[src/rtl/alu_issue_ctrl.sv]
// alu_issue_ctrl: issue/writeback sequencer for the ALU opcode/result interface.
// Accepts one instruction per handshake, drives the ALU for EXEC_CYCLES,
// captures the 64-bit result into Z and writes back Rc (32-bit ops) or
// LO then HI (MUL/DIV).
// Optional build macro ALU_FLAGS_EN adds registered flag_z/flag_n outputs.
module alu_issue_ctrl #(
  parameter int unsigned EXEC_CYCLES = 2,
  parameter int unsigned REG_AW      = 4
) (
  input  logic              clock,
  input  logic              clear,
  input  logic              instr_valid,
  output logic              instr_ready,
  input  logic [31:0]       instr,
  output logic [4:0]        alu_opcode,
  output logic [REG_AW-1:0] rd_a_sel,
  output logic [REG_AW-1:0] rd_b_sel,
  input  logic [63:0]       alu_result,
  output logic              wb_en,
  output logic [REG_AW-1:0] wb_sel,
  output logic [31:0]       wb_data,
  output logic              lo_en,
  output logic              hi_en,
  output logic [31:0]       hilo_data,
`ifdef ALU_FLAGS_EN
  output logic              flag_z,
  output logic              flag_n,
`endif
  output logic              done,
  output logic              illegal
);

  typedef enum logic [2:0] {
    S_IDLE  = 3'd0,
    S_EXEC  = 3'd1,
    S_CAPT  = 3'd2,
    S_WB    = 3'd3,
    S_WB_HI = 3'd4
  } state_e;

  typedef enum logic [4:0] {
    OP_ADD  = 5'b00011,
    OP_SUB  = 5'b00100,
    OP_AND  = 5'b00101,
    OP_OR   = 5'b00110,
    OP_SHR  = 5'b00111,
    OP_SHRA = 5'b01000,
    OP_SHL  = 5'b01001,
    OP_ROR  = 5'b01010,
    OP_ROL  = 5'b01011,
    OP_MUL  = 5'b01111,
    OP_DIV  = 5'b10000,
    OP_NEG  = 5'b10001,
    OP_NOT  = 5'b10010
  } op_e;

  localparam logic [3:0] CNT_INIT = 4'(EXEC_CYCLES - 1);

  state_e      r_state;
  state_e      w_next;
  logic [16:0] r_ir;        // instr[31:15]: opcode, Ra, Rb, Rc
  logic [63:0] r_z;
  logic [3:0]  r_cnt;
  logic        r_illegal;

  logic        w_accept;
  logic        w_legal;
  logic [4:0]  w_ir_op;
  logic        w_muldiv;
  logic        w_unused_instr;

  assign w_ir_op        = r_ir[16:12];
  assign w_muldiv       = (w_ir_op == OP_MUL) || (w_ir_op == OP_DIV);
  assign w_accept       = (r_state == S_IDLE) && instr_valid;
  assign w_unused_instr = ^instr[14:0];
  assign illegal        = r_illegal;

  // Opcode legality of the incoming instruction
  always_comb begin
    w_legal = 1'b0;
    case (instr[31:27])
      OP_ADD, OP_SUB, OP_AND, OP_OR, OP_SHR, OP_SHRA, OP_SHL,
      OP_ROR, OP_ROL, OP_MUL, OP_DIV, OP_NEG, OP_NOT: w_legal = 1'b1;
      default:                                        w_legal = 1'b0;
    endcase
  end

  // State register
  always_ff @(posedge clock or posedge clear) begin
    if (clear) r_state <= S_IDLE;
    else       r_state <= w_next;
  end

  // Instruction latch, execute counter, result capture and illegal pulse
  always_ff @(posedge clock or posedge clear) begin
    if (clear) begin
      r_ir      <= '0;
      r_z       <= '0;
      r_cnt     <= '0;
      r_illegal <= 1'b0;
    end else begin
      r_illegal <= w_accept && !w_legal;
      if (w_accept) begin
        r_ir  <= instr[31:15];
        r_cnt <= CNT_INIT;
      end
      if (r_state == S_EXEC && r_cnt != '0) r_cnt <= r_cnt - 4'd1;
      if (r_state == S_CAPT) r_z <= alu_result;
    end
  end

`ifdef ALU_FLAGS_EN
  logic r_flag_z;
  logic r_flag_n;

  assign flag_z = r_flag_z;
  assign flag_n = r_flag_n;

  // Flags follow the width of the op: 64-bit for MUL/DIV, low word otherwise
  always_ff @(posedge clock or posedge clear) begin
    if (clear) begin
      r_flag_z <= 1'b0;
      r_flag_n <= 1'b0;
    end else if (r_state == S_CAPT) begin
      if (w_muldiv) begin
        r_flag_z <= (alu_result == 64'd0);
        r_flag_n <= alu_result[63];
      end else begin
        r_flag_z <= (alu_result[31:0] == 32'd0);
        r_flag_n <= alu_result[31];
      end
    end
  end
`endif

  // Next-state and output decode
  always_comb begin
    w_next      = r_state;
    instr_ready = 1'b0;
    alu_opcode  = '0;
    rd_a_sel    = '0;
    rd_b_sel    = '0;
    wb_en       = 1'b0;
    wb_sel      = '0;
    wb_data     = '0;
    lo_en       = 1'b0;
    hi_en       = 1'b0;
    hilo_data   = '0;
    done        = 1'b0;
    case (r_state)
      S_IDLE: begin
        instr_ready = 1'b1;
        if (instr_valid && w_legal) w_next = S_EXEC;
      end
      S_EXEC: begin
        alu_opcode = w_ir_op;
        rd_a_sel   = REG_AW'(r_ir[11:8]);
        rd_b_sel   = REG_AW'(r_ir[7:4]);
        if (r_cnt == '0) w_next = S_CAPT;
      end
      S_CAPT: begin
        alu_opcode = w_ir_op;
        rd_a_sel   = REG_AW'(r_ir[11:8]);
        rd_b_sel   = REG_AW'(r_ir[7:4]);
        w_next     = S_WB;
      end
      S_WB: begin
        if (w_muldiv) begin
          lo_en     = 1'b1;
          hilo_data = r_z[31:0];
          w_next    = S_WB_HI;
        end else begin
          wb_en   = 1'b1;
          wb_sel  = REG_AW'(r_ir[3:0]);
          wb_data = r_z[31:0];
          done    = 1'b1;
          w_next  = S_IDLE;
        end
      end
      S_WB_HI: begin
        hi_en     = 1'b1;
        hilo_data = r_z[63:32];
        done      = 1'b1;
        w_next    = S_IDLE;
      end
      default: w_next = S_IDLE;
    endcase
  end

endmodule

[config.mk]
export PLATFORM = sky130hd
export DESIGN_NAME = alu_issue_ctrl
export DESIGN_NICKNAME = d
export VERILOG_FILES = /design/src/rtl/alu_issue_ctrl.sv
export SDC_FILE = /design/constraint.sdc
export NUM_CORES = 1
export LEC_CHECK = 0
export ABC_CLOCK_PERIOD_IN_PS = 4800
export CAP_MARGIN = 30
export CORE_AREA = 2 2 84 86
export CTS_CLUSTER_SIZE = 30
export DETAILED_ROUTE_END_ITERATION = 8
export DIE_AREA = 0 0 86 88
export DONT_BUFFER_PORTS = 1
export HOLD_SLACK_MARGIN = 0.05
export PLACE_DENSITY = 0.8
export SLEW_MARGIN = 20
export SYNTH_ARGS = -nofsm -noshare
export SYNTH_HDL_FRONTEND = slang
export SYNTH_SLANG_ARGS = --single-unit
[constraint.sdc]
create_clock -name clock -period 4.8 [get_ports clock]
set_input_delay 0.48 -clock clock [delete_from_list [all_inputs] [get_ports clock]]
set_output_delay 0.48 -clock clock [all_outputs]
set_load 0.05 [all_outputs]
Yosys cells after proc, flatten, opt, wreduce, memory -nomap -nowiden
Memory sizes are Yosys's and may differ from the RTL's.
Index checks and enable logic that the tools add are counted.
{ "totals": {"inputBits": 99, "n_memories": 1, "ff_bits": 89, "romBits": 32, "out_inout_bits": 87, "word_cells": 49} }
{ "memory_table": {"columns": ["name", "words", "width", "rd", "rd_ports_with_merged_regs", "wr", "line_no", "source"], "rows": [
  ["(no name shown)", 32, 1, 1, 0, 0, "81", "case (instr[31:27])"]
]} }
{ "classes": {"add_sub_neg": 1, "reduce_logical": 12, "n_eq_ne": 8, "muxes": 22} }
{ "ops": {"columns": ["cell", "n"], "rows": [
  ["two-way mux 32 bit", 3],
  ["one-hot mux 32 bit (2 select lines)", 1],
  ["two-way mux 4 bit", 6],
  ["one-hot mux 3 bit (4 select lines)", 1],
  ["two-way mux 3 bit", 3],
  ["equality test 3 x 2 -> 1 bit (second input constant)", 2],
  ["two-way mux 1 bit", 6],
  ["equality test 5 x 4 -> 1 bit (second input constant)", 1],
  ["equality test 5 bit (second input constant)", 1],
  ["two-way mux 5 bit", 1],
  ["logical AND 1 bit", 4],
  ["logical NOT 4 bit", 1],
  ["!= test 2 x 1 -> 1 bit (second input constant)", 2],
  ["nonzero test 4 bit", 1],
  ["subtractor 4 x 1 -> 4 bit (second input constant)", 1],
  ["equality test 3 x 1 -> 1 bit (second input constant)", 1],
  ["equality test 3 bit (second input constant)", 1],
  ["logical NOT 3 bit", 1],
  ["one-hot mux 1 bit (2 select lines)", 1],
  ["AND reduction 2 bit", 1],
  ["nonzero test 2 bit", 1],
  ["OR reduction 2 bit", 1],
  ["logical NOT 1 bit", 1],
  ["logical OR 1 bit", 1]
]} }

Depth between registers and ports, before layout
Gate-level depths: netlist (run 1).
{ "depth": {"ltp_word": 4, "depth_mapped": 6, "ltp_nobuf": 6} }

Least setup slack after synthesis (run 1)
No wires, ideal clock.
{ "synth_timing": {"kind": "reg-to-output", "startpoint": "register r_ir[15]", "endpoint": "output port wb_data[25]", "path_stages_with_launch": 6, "n_path_buf": 1, "arrival_time_ns": 1.830, "required_time_ns": 4.320, "path_slack_ns": 2.490, "cell_sequence": "dfrtp_1 > and4_4 > mux2i_4 > nor3b_2 > buf_2 > and2_1"} }
{ "synth_between": {"elab_chain_len": 4, "elab_cells_between_ends": 5, "cone_classes": "2 x eq/ne; 2 x mux; 1 x reduce/logical"} }
{ "synth_rtl": {"columns": ["item", "line_no", "source"], "rows": [
  ["start: declaration", "61", "logic [16:0] r_ir;"],
  ["start signal: assignment", "104", "r_ir <= instr[31:15];"],
  ["equality test 5 x 4 -> 1 bit or equality test 5 bit (tied branches)", "73", "assign w_muldiv = (w_ir_op == OP_MUL) || (w_ir_op == OP_DIV);"],
  ["logical OR 1 bit *", "73", null],
  ["two-way mux 32 bit *", "168", "if (w_muldiv) begin"],
  ["two-way mux 32 bit *", "150", "case (r_state)"],
  ["end: declaration", "21", "output logic [31:0] wb_data,"]
]} }
Mark *: on every way between the ends. The rest lies on a longest branch, timed or not.

Worst setup path in the final report (run 1)
{ "layout_timing": {"startpoint": "register r_ir[12]", "endpoint": "output port hilo_data[30]"} }
{ "layout_between": {"elab_chain_len": 4, "elab_cells_between_ends": 5, "cone_classes": "2 x eq/ne; 2 x mux; 1 x reduce/logical"} }
{ "layout_rtl": {"columns": ["item", "line_no", "source"], "rows": [
  ["equality test 5 x 4 -> 1 bit or equality test 5 bit (tied branches)", "73", null],
  ["logical OR 1 bit *", "73", null],
  ["two-way mux 32 bit *", "168", null],
  ["one-hot mux 32 bit (2 select lines) *", "150", null],
  ["end: declaration", "24", "output logic [31:0] hilo_data,"]
]} }
Marks and branches as above.

==> results of run 1 <==
-- per-stage QoR --
stage / power [mW] / hold WS, ns / worst slack [ns] / cell area [um^2]
finish: 3.64 / 0.280 / 1.50 / 4460
global route: 3.85 / 0.260 / 1.37 / 4460
CTS: 3.67 / 0.187 / 1.50 / 4430
detailed placement: 3.17 / 0.488 / 1.88 / 4240
global placement: 3.09 / 0.481 / 1.85 / 4220
floorplan: 3.00 / 0.469 / 2.01 / 4260
-- synthesized netlist by cell type (all sizes together) --
cell | number | share of area, %
a21o | 1 | 0.18
a21oi | 3 | 0.35
a22o | 35 | 7.2
and2 | 51 | 7.5
and3b | 1 | 0.21
and4 | 1 | 0.26
buf | 20 | 4.2
clkbuf | 3 | 0.26
dfrtp | 89 | 52
ha | 1 | 0.29
inv | 6 | 0.53
mux2 | 81 | 21
mux2i | 1 | 0.53
nand2 | 3 | 0.26
nand2b | 2 | 0.29
nand3b | 1 | 0.18
nand4 | 1 | 0.15
nor2 | 5 | 0.44
nor2b | 1 | 0.15
nor3 | 6 | 1.1
nor3b | 2 | 0.59
nor4 | 1 | 0.50
o21ai | 3 | 0.35
o311a | 1 | 0.23
or2 | 1 | 0.15
xnor2 | 1 | 0.21
xor2 | 1 | 0.21
-- power by group --
group          total, mW  internal [mW]  leakage [nW]  switching (mW)
Clock              0.501          0.253        0.0953           0.248
Combinational       1.74          0.598         0.732            1.15
Sequential          1.40           1.13          1.05           0.267
-- cells in the final DEF (no fill, tap or decap), drive strengths merged, types with 2 or more instances in the layout --
| cell type | count |
|---|---|
| mux2 | 81 |
| nor2 | 5 |
| o21ai | 3 |
| nand2b | 2 |
| nor3b | 2 |
| dfrtp | 89 |
| clkinvlp | 2 |
| and2 | 51 |
| clkbuf | 11 |
| a21oi | 3 |
| nand2 | 3 |
| nor3 | 6 |
| a22o | 35 |
| clkinv | 3 |
| inv | 5 |
| buf | 7 |
-- cell families after synthesis --
logic type | share of synthesized area, %
buffers and inverters | 5.02
AO/OA/AOI/OAI | 8.31
multiplexers | 21.9
XOR/XNOR | 0.411
flip-flops | 52.3
AND/OR/NAND/NOR | 11.7
adder cells (fa/ha/maj) | 0.294
-- area by class of cell --
class | instances | area share (%)
Clock buffer | 11 | 3.17
Clock inverter | 5 | 1.23
Inverter | 6 | 0.533
Multi-Input combinational cell | 204 | 41.1
Sequential cell | 89 | 49.9
Tap cell | 80 | 2.24
Timing Repair Buffer | 8 | 1.85
-- critical path, stage by stage, from the launching register on --
cell and delay [ns]:
dfrtp_1 0.43, nor4_4 0.33, mux2i_4 0.13, nor3_4 0.59, buf_4 0.47, a22o_1 0.53
-- per-layer routing --
layer	global-route usage (%)	vias to the layer above	wire length [um]	part of all wire, %
li1	-	1123	-	-
met1	25.9	1256	3260	39
met2	37.4	98	4300	52
met3	6.03	15	622	7.5
met4	8.95	0	165	2.0
met5	0	-	0	0
-- registers in the layout (all words and copies together), names as in the netlist --
name     flops
r_state      3
illegal      1
r_cnt        4
r_z         64
r_ir        17
-- worst paths after layout --
path                            slack (ns)     startpoint       endpoint  depth (start not counted)
worst max register to register        2.16     r_state[0]       r_cnt[3]                          4
worst min-delay path                  0.28  alu_result[8]         r_z[8]                          1
max in group asynchronous             3.32          clear        r_z[49]                          4
worst max-delay path                  1.50       r_ir[12]  hilo_data[30]                          5
worst min register to register        0.51        r_ir[8]        r_ir[8]                          1
min in group asynchronous             0.48          clear        r_ir[6]                          2
-- what timing repair did --
| action | CTS | global route |
|---|---|---|
| hold buffers | 0 | 1 |
| buffers inserted | 0 | 0 |
| setup endpoints to repair | 0 | 0 |
| hold endpoints to repair | 0 | 7 |
==> results.json, run 1 <==
{
  "htree_levels": 3,
  "min_period_ns": 3.30,
  "gp_routability_congestion": 0.769,
  "dr.pass1.iters": 4,
  "clk_pin_slew_worst_paths_ns": 0.09,
  "p_per_area_nw_per_um2": 816,
  "viasPerCell": 6.18,
  "finalHoldViolCount": 0,
  "drive_above_1_share_pct": 34.7,
  "syn_nets": 422,
  "rows": 30,
  "first_iter_violations": 130,
  "power.leakage_nw": 1.88,
  "clock.fmax_mhz": 303,
  "max-cap-violations": 0,
  "grt_max_degree": 53,
  "die_x_um": 86,
  "port_buffers": 0,
  "nFillCells": 512,
  "setup_violations": 0,
  "core-area_um2": 6640,
  "required_ns": 4.32,
  "cp_max_fo": 20,
  "critical_path_class": "flip-flop to primary output",
  "cts_resized": 0,
  "antenna_found_initial": 0,
  "ys_types": 31,
  "cts_buffer_depth": 2,
  "grt_pass1_wl_um": 12700,
  "diodes": 0,
  "die_h_um": 88,
  "finClkSkew_ns": 0.00989,
  "final_util_pct": 67.2,
  "crit_arrival_ns": 2.82,
  "endpoint_kind": "primary output",
  "syn-cell-area_um2": 4260,
  "ios": 186,
  "maxSlewViolCount": 0,
  "synth_area_per_cell_um2": 13.2,
  "fin_nets": 418,
  "wl_per_cell_um": 20.7,
  "postRouteAntennaNets": 0,
  "grt_overflow": 0,
  "cts_tree": "done",
  "worst_pin_slew_ns": 0.919,
  "initial_core_util_pct": 64.1,
  "dp_cells": 385,
  "synth_warnings": 0,
  "ys_ff_latch": 89,
  "rsz0062_at_grt": "no",
  "grtUsageTotal_pct": 21.7,
  "ir_drop_uv": 680,
  "min_period_over_period_pct": 68.7,
  "ctsRootBufferMaster": "clkbuf_8",
  "relSlewSlack_pct": 38.4,
  "hp-class": "primary input to flip-flop",
  "synthToLayoutAreaGrowth_pct": 4.76,
  "seq_area_um2": 2230,
  "vias": 2492,
  "drc": 0,
  "seq_area_frac_synth_pct": 52.3,
  "netlist_instances": 322,
  "first_global_vias": 2537,
  "tns_ns": 0,
  "critPathLaunchType": "flip-flop",
  "clk_latency_ns": 0.34,
  "multiInputGateArea_um2": 1830,
  "die_area_um2": 7570,
  "drt-total-wl_um": 8350,
  "hpwl_um": 5960,
  "cts_buffers": 9,
  "stdcell_count": 403,
  "status": "finished clean",
  "cts_num_sinks": 89
}
(Power assumes the default switching activity.)
==> run 2: changes to the inputs <==
==> config.mk (replaced) <==
export PLATFORM = sky130hd
export DESIGN_NAME = alu_issue_ctrl
export DESIGN_NICKNAME = d
export VERILOG_FILES = /design/src/rtl/alu_issue_ctrl.sv
export SDC_FILE = /design/constraint.sdc
export NUM_CORES = 1
export LEC_CHECK = 0
export ABC_CLOCK_PERIOD_IN_PS = 2850
export CAP_MARGIN = 30
export CORE_AREA = 2 2 90 92
export CTS_CLUSTER_SIZE = 30
export DETAILED_ROUTE_END_ITERATION = 8
export DIE_AREA = 0 0 92 94
export DONT_BUFFER_PORTS = 1
export HOLD_SLACK_MARGIN = 0.05
export PLACE_DENSITY = 0.74
export SLEW_MARGIN = 20
export SYNTH_ARGS = -nofsm -noshare
export SYNTH_HDL_FRONTEND = slang
export SYNTH_SLANG_ARGS = --single-unit
==> constraint.sdc (replaced) <==
create_clock -name clock -period 2.85 [get_ports clock]
set_input_delay 0.285 -clock clock [delete_from_list [all_inputs] [get_ports clock]]
set_output_delay 0.285 -clock clock [all_outputs]
set_load 0.05 [all_outputs]
==> run 2 against run 1 <==
Effect of this change: critical endpoint is now hilo_data[10]; register-to-register slack lost 1.3 ns; clock skew increased by 0.0027 ns; critical path type unchanged; highest routed layer is now met5; first-iteration DRC count is 52% lower.
==> results.json, run 2 (synthesis results as in run 1) <==
{
  "port_buffers": 0,
  "ios": 186,
  "synthToLayoutAreaGrowth_pct": 14.2,
  "rows": 32,
  "final_common_cell": "dfrtp_1",
  "multiInputGateArea_um2": 1830,
  "max-cap-violations": 0,
  "power.share.switching_pct": 44.3,
  "reg2reg_depth": 4,
  "crit_arrival_ns": 2.35,
  "drt-total-wl_um": 9000,
  "power_frac_clock_pct": 14.7,
  "relSlewSlack_pct": 49.7,
  "endpoint_kind": "primary output",
  "drc": 0,
  "diodes": 0,
  "cp_num_buf_inv": 2,
  "r2r_slack_ns": 0.82,
  "reg2reg_from": "r_state[2]",
  "finClkSkew_ns": 0.0126,
  "rsz0062_at_grt": "no",
  "wl_per_cell_um": 19.2,
  "dr.pass1.iters": 4,
  "regToRegEndpoint": "r_z[38]",
  "p_per_area_nw_per_um2": 1320,
  "p_sw_mw": 2.84,
  "min_period_over_period_pct": 92.5,
  "htree_levels": 3,
  "gp_routability_congestion": 0.777,
  "cts_tree": "done",
  "first_iter_violations": 62,
  "cp_max_fo": 33,
  "critical_path_class": "flip-flop to primary output",
  "combPwrFrac_pct": 48.5,
  "vias": 2684,
  "cpPeakStageDelay_ns": 0.47,
  "min_period_ns": 2.64,
  "ir_drop_uv": 741,
  "grtUsageTotal_pct": 20.7,
  "fin_nets": 463,
  "min_from": "alu_result[45]",
  "crit_family": "buffers and inverters",
  "reg_top3": "r_z x64, r_ir x17, r_cnt x4",
  "hold-worst-slack_ns": 0.0793,
  "postRouteAntennaNets": 0,
  "fin_ws_ns": 0.214,
  "postPlaceCellArea_um2": 4640,
  "die_area_um2": 8650,
  "first_global_vias": 2835,
  "viasPerCell": 5.72,
  "critPathSlowestCell": "buf_4",
  "largest_reg_flops": 64,
  "initial_core_util_pct": 56.0,
  "cts_num_sinks": 89,
  "power_mw": 6.41,
  "clk_latency_ns": 0.35,
  "hpwl_um": 6470,
  "final_util_pct": 64.0,
  "ctsRootBufferMaster": "clkbuf_8",
  "required_ns": 2.57,
  "post-place-ws_ns": 0.556,
  "min_to": "r_z[45]",
  "tns_ns": 0,
  "internal_power_mw": 3.57,
  "grt_overflow": 0,
  "clock.fmax_mhz": 379,
  "maxSlewViolCount": 0,
  "final_area_um2": 4870,
  "critPathMostFrequentCell": "buf_4",
  "critPathLaunchType": "flip-flop",
  "hp-class": "primary input to flip-flop",
  "grt_max_degree": 47,
  "top_register": "r_z",
  "power.leakage_nw": 2.14,
  "seq_power_share_pct": 36.8,
  "stdcell_count": 469,
  "die_h_um": 94,
  "min_path_cells": 1,
  "die_x_um": 92,
  "cts_buffer_depth": 2,
  "dp_cells": 453,
  "cts_buffers": 9,
  "clk_pin_slew_worst_paths_ns": 0.09,
  "crit_chain": "nor4_4 -> mux2i_4 -> nor3_4 -> buf_4 -> a22o_1 -> buf_4",
  "nFillCells": 584,
  "postCtsSetupBuffers": 0,
  "grt_pass1_wl_um": 14000,
  "antenna_found_initial": 1,
  "core-area_um2": 7610,
  "layout_common_cells": "dfrtp_1, mux2_2, and2_1",
  "finalHoldViolCount": 0,
  "setup_violations": 0,
  "drive_above_1_share_pct": 42.5,
  "status": "finished clean",
  "seq_area_um2": 2230,
  "worst_pin_slew_ns": 0.755
}
run 2: changes by cell type in the layout (fill, tap and decap cells not counted):
cell,before,now
buf_4,5,49
inv_6,0,1
bufinv_16,1,2
clkinvlp_4,2,1
buf_12,1,3
buf_8,1,0
clkinv_2,3,1
run 2: worst max path at each step:
stage              from            end  slack [ns]  cells after the start
2_1_floorplan     clear        illegal        0.26                      1
3_3_place_gp   r_ir[15]     wb_data[3]        0.65                      5
3_5_place_dp   r_ir[12]  hilo_data[10]        0.56                      6
4_1_cts        r_ir[12]  hilo_data[10]        0.18                      6
5_1_grt        r_ir[12]  hilo_data[10]        0.12                      6
6_report       r_ir[12]  hilo_data[10]        0.21                      6
run 2: metal layers:
metal,global-route usage (%),vias up,routed length (um)
met5,0,-,13
met4,8.33,2,159
li1,-,1214,-
met1,24.4,1337,3590
met3,5.14,16,647
met2,36.6,115,4590
run 2: layout make-up:
| cell class | instances | share of cell area [%] |
|---|---|---|
| clock buffers | 11 | 2.90 |
| clock inverters | 4 | 1.57 |
| inverters | 6 | 0.488 |
| multi-input cells | 204 | 37.7 |
| flip-flops and latches | 89 | 45.8 |
| well taps | 102 | 2.62 |
| repair buffers | 53 | 9.00 |
run 2: worst reg2reg max path: stages (launching register included):
cell     delay [ns]
dfrtp_1        0.53
nor2_1         0.21
and2_2         0.54
buf_12         0.26
mux2_2         0.36
run 2: power by group through the flow:
| stage | sequential, mW | combinational (mW) | clock (mW) |
|---|---|---|---|
| floorplan | 2.21 | 2.84 | 0 |
| global placement | 2.33 | 3.08 | 0 |
| detailed placement | 2.38 | 3.13 | 0 |
| CTS | 2.35 | 3.14 | 0.970 |
| global route | 2.44 | 3.30 | 1.02 |
| finish | 2.36 | 3.11 | 0.941 |
run 2: repair_timing:
item	4_1_cts	5_1_grt
hold buffers	1	0
gates resized for setup	0	0
hold endpoints to repair	43	0
endpoints found under the setup margin	0	0
==> run 3: changes to the inputs <==
--- a/config.mk
+++ b/config.mk
@@ -13,7 +13,7 @@
 export DIE_AREA = 0 0 92 94
 export DONT_BUFFER_PORTS = 1
 export HOLD_SLACK_MARGIN = 0.05
-export PLACE_DENSITY = 0.74
+export PLACE_DENSITY = 0.71
 export SLEW_MARGIN = 20
 export SYNTH_ARGS = -nofsm -noshare
 export SYNTH_HDL_FRONTEND = slang
==> run 3 against run 2 <==
Effect of this change: largest cell class unchanged; worst setup slack worse by 0.015 ns; global-route usage fell by 0.91 points; largest power group unchanged; sequential cell count is the same; count of clock-buffer cells in the layout fell by 1.
==> results.json, run 3 (synthesis results as in run 1) <==
{
  "status": "finished clean",
  "dp_cells": 428,
  "max-cap-violations": 0,
  "ios": 186,
  "setup_violations": 0,
  "hp-class": "primary input to flip-flop",
  "power.leakage_nw": 2.00,
  "use_met2_pct": 33.1,
  "wl_per_cell_um": 19.1,
  "worst_pin_slew_ns": 0.640,
  "reg_top3": "r_z x64, r_ir x17, r_cnt x4",
  "critPathLaunchType": "flip-flop",
  "antenna_found_initial": 0,
  "required_ns": 2.57,
  "diodes": 0,
  "drc": 0,
  "dr.pass1.iters": 4,
  "ctsRootBufferMaster": "clkbuf_8",
  "clock.fmax_mhz": 377,
  "core-area_um2": 7610,
  "use_met3_pct": 5.86,
  "grt_overflow": 0,
  "cp_max_fo": 28,
  "p_per_area_nw_per_um2": 1340,
  "port_buffers": 0,
  "power_frac_clock_pct": 14.0,
  "rsz0062_at_grt": "no",
  "final_util_pct": 61.1,
  "relSlewSlack_pct": 57.1,
  "finClkSkew_ns": 0.0119,
  "htree_levels": 3,
  "final_common_cell": "dfrtp_1",
  "largest_reg_flops": 64,
  "layout_common_cells": "dfrtp_1, mux2_2, and2_1",
  "p_sw_mw": 2.81,
  "stdcell_count": 446,
  "first_global_vias": 2596,
  "seq_power_share_pct": 37.4,
  "critical_path_class": "flip-flop to primary output",
  "gp_routability_congestion": 0.743,
  "finalHoldViolCount": 0,
  "top_register": "r_z",
  "first_iter_violations": 88,
  "die_area_um2": 8650,
  "initial_core_util_pct": 56.0,
  "maxSlewViolCount": 0,
  "cts_buffer_depth": 2,
  "ir_drop_uv": 917,
  "postRouteAntennaNets": 0,
  "grt_pass1_wl_um": 13300,
  "final_area_um2": 4650,
  "power.share.switching_pct": 45.0,
  "clk_latency_ns": 0.35,
  "viasPerCell": 5.72,
  "die_x_um": 92,
  "postPlaceCellArea_um2": 4430,
  "use_met1_pct": 24.8,
  "grt.busiest_layer": "met2",
  "endpoint_kind": "primary output",
  "die_h_um": 94,
  "cts.hold.buffers_added": 1,
  "hpwl_um": 5880,
  "combPwrFrac_pct": 48.6,
  "fin_nets": 439,
  "internal_power_mw": 3.43,
  "cts_num_sinks": 89,
  "grtUsageTotal_pct": 19.8,
  "cts_tree": "done",
  "cts_buffers": 9,
  "drt-total-wl_um": 8510,
  "grt_max_degree": 90,
  "postCtsSetupBuffers": 0,
  "vias": 2550,
  "rows": 32,
  "drive_above_1_share_pct": 38.7,
  "cts_resized": 0,
  "tns_ns": 0,
  "min_period_over_period_pct": 93.0,
  "clk_pin_slew_worst_paths_ns": 0.09,
  "crit_arrival_ns": 2.37,
  "min_period_ns": 2.65,
  "synthToLayoutAreaGrowth_pct": 9.16
}
[run 3: cell type report]
cell class,instances,area [um^2]
sequential,89,2230
inverter,6,23.8
fill,609,2960
multi-input combinational,204,1830
clock buffer,10,138
tap,102,128
timing repair buffer,29,235
clock inverter,6,66.3
[run 3: power groups by stage]
stage	sequential, mW	clock (mW)	combinational [mW]
6_report	2.34	0.873	3.04
2_1_floorplan	2.21	0	2.84
3_5_place_dp	2.37	0	3.07
3_3_place_gp	2.33	0	3.01
5_1_grt	2.43	0.966	3.24
4_1_cts	2.34	0.906	3.07
[run 3: critical path, cell delays in order (launching register included)]
cell and delay, ns:
dfrtp_1 0.44, and4_4 0.22, mux2i_4 0.21, nor3b_4 0.24
buf_4 0.40, and2_1 0.52
[run 3: final timing paths]
| path | startpoint | end | slack, ns | cells after the start |
|---|---|---|---|---|
| min in group asynchronous | clear | r_z[59] | 0.46 | 3 |
| worst max register to register | r_state[2] | r_z[38] | 0.94 | 4 |
| worst min-delay path | alu_result[45] | r_z[45] | 0.08 | 1 |
| worst min register to register | r_ir[7] | r_ir[7] | 0.50 | 1 |
| worst max-delay path | r_ir[15] | wb_data[8] | 0.20 | 5 |
| max in group asynchronous | clear | r_z[26] | 1.97 | 3 |
[run 3: routing by layer]
| metal | vias to the layer above | wire length (um) |
|---|---|---|
| met1 | 1273 | 3500 |
| li1 | 1165 | - |
| met3 | 9 | 670 |
| met4 | 0 | 95 |
| met5 | - | 0 |
| met2 | 103 | 4240 |
[run 3: per-stage QoR]
step                power (mW)  hold slack, ns  setup WS [ns]
CTS                       6.32          0.0523          0.156
floorplan                 5.05           0.437          0.258
global placement          5.35           0.308          0.612
global route              6.64          0.0525         0.0834
detailed placement        5.43           0.312          0.558
finish                    6.25          0.0761          0.200
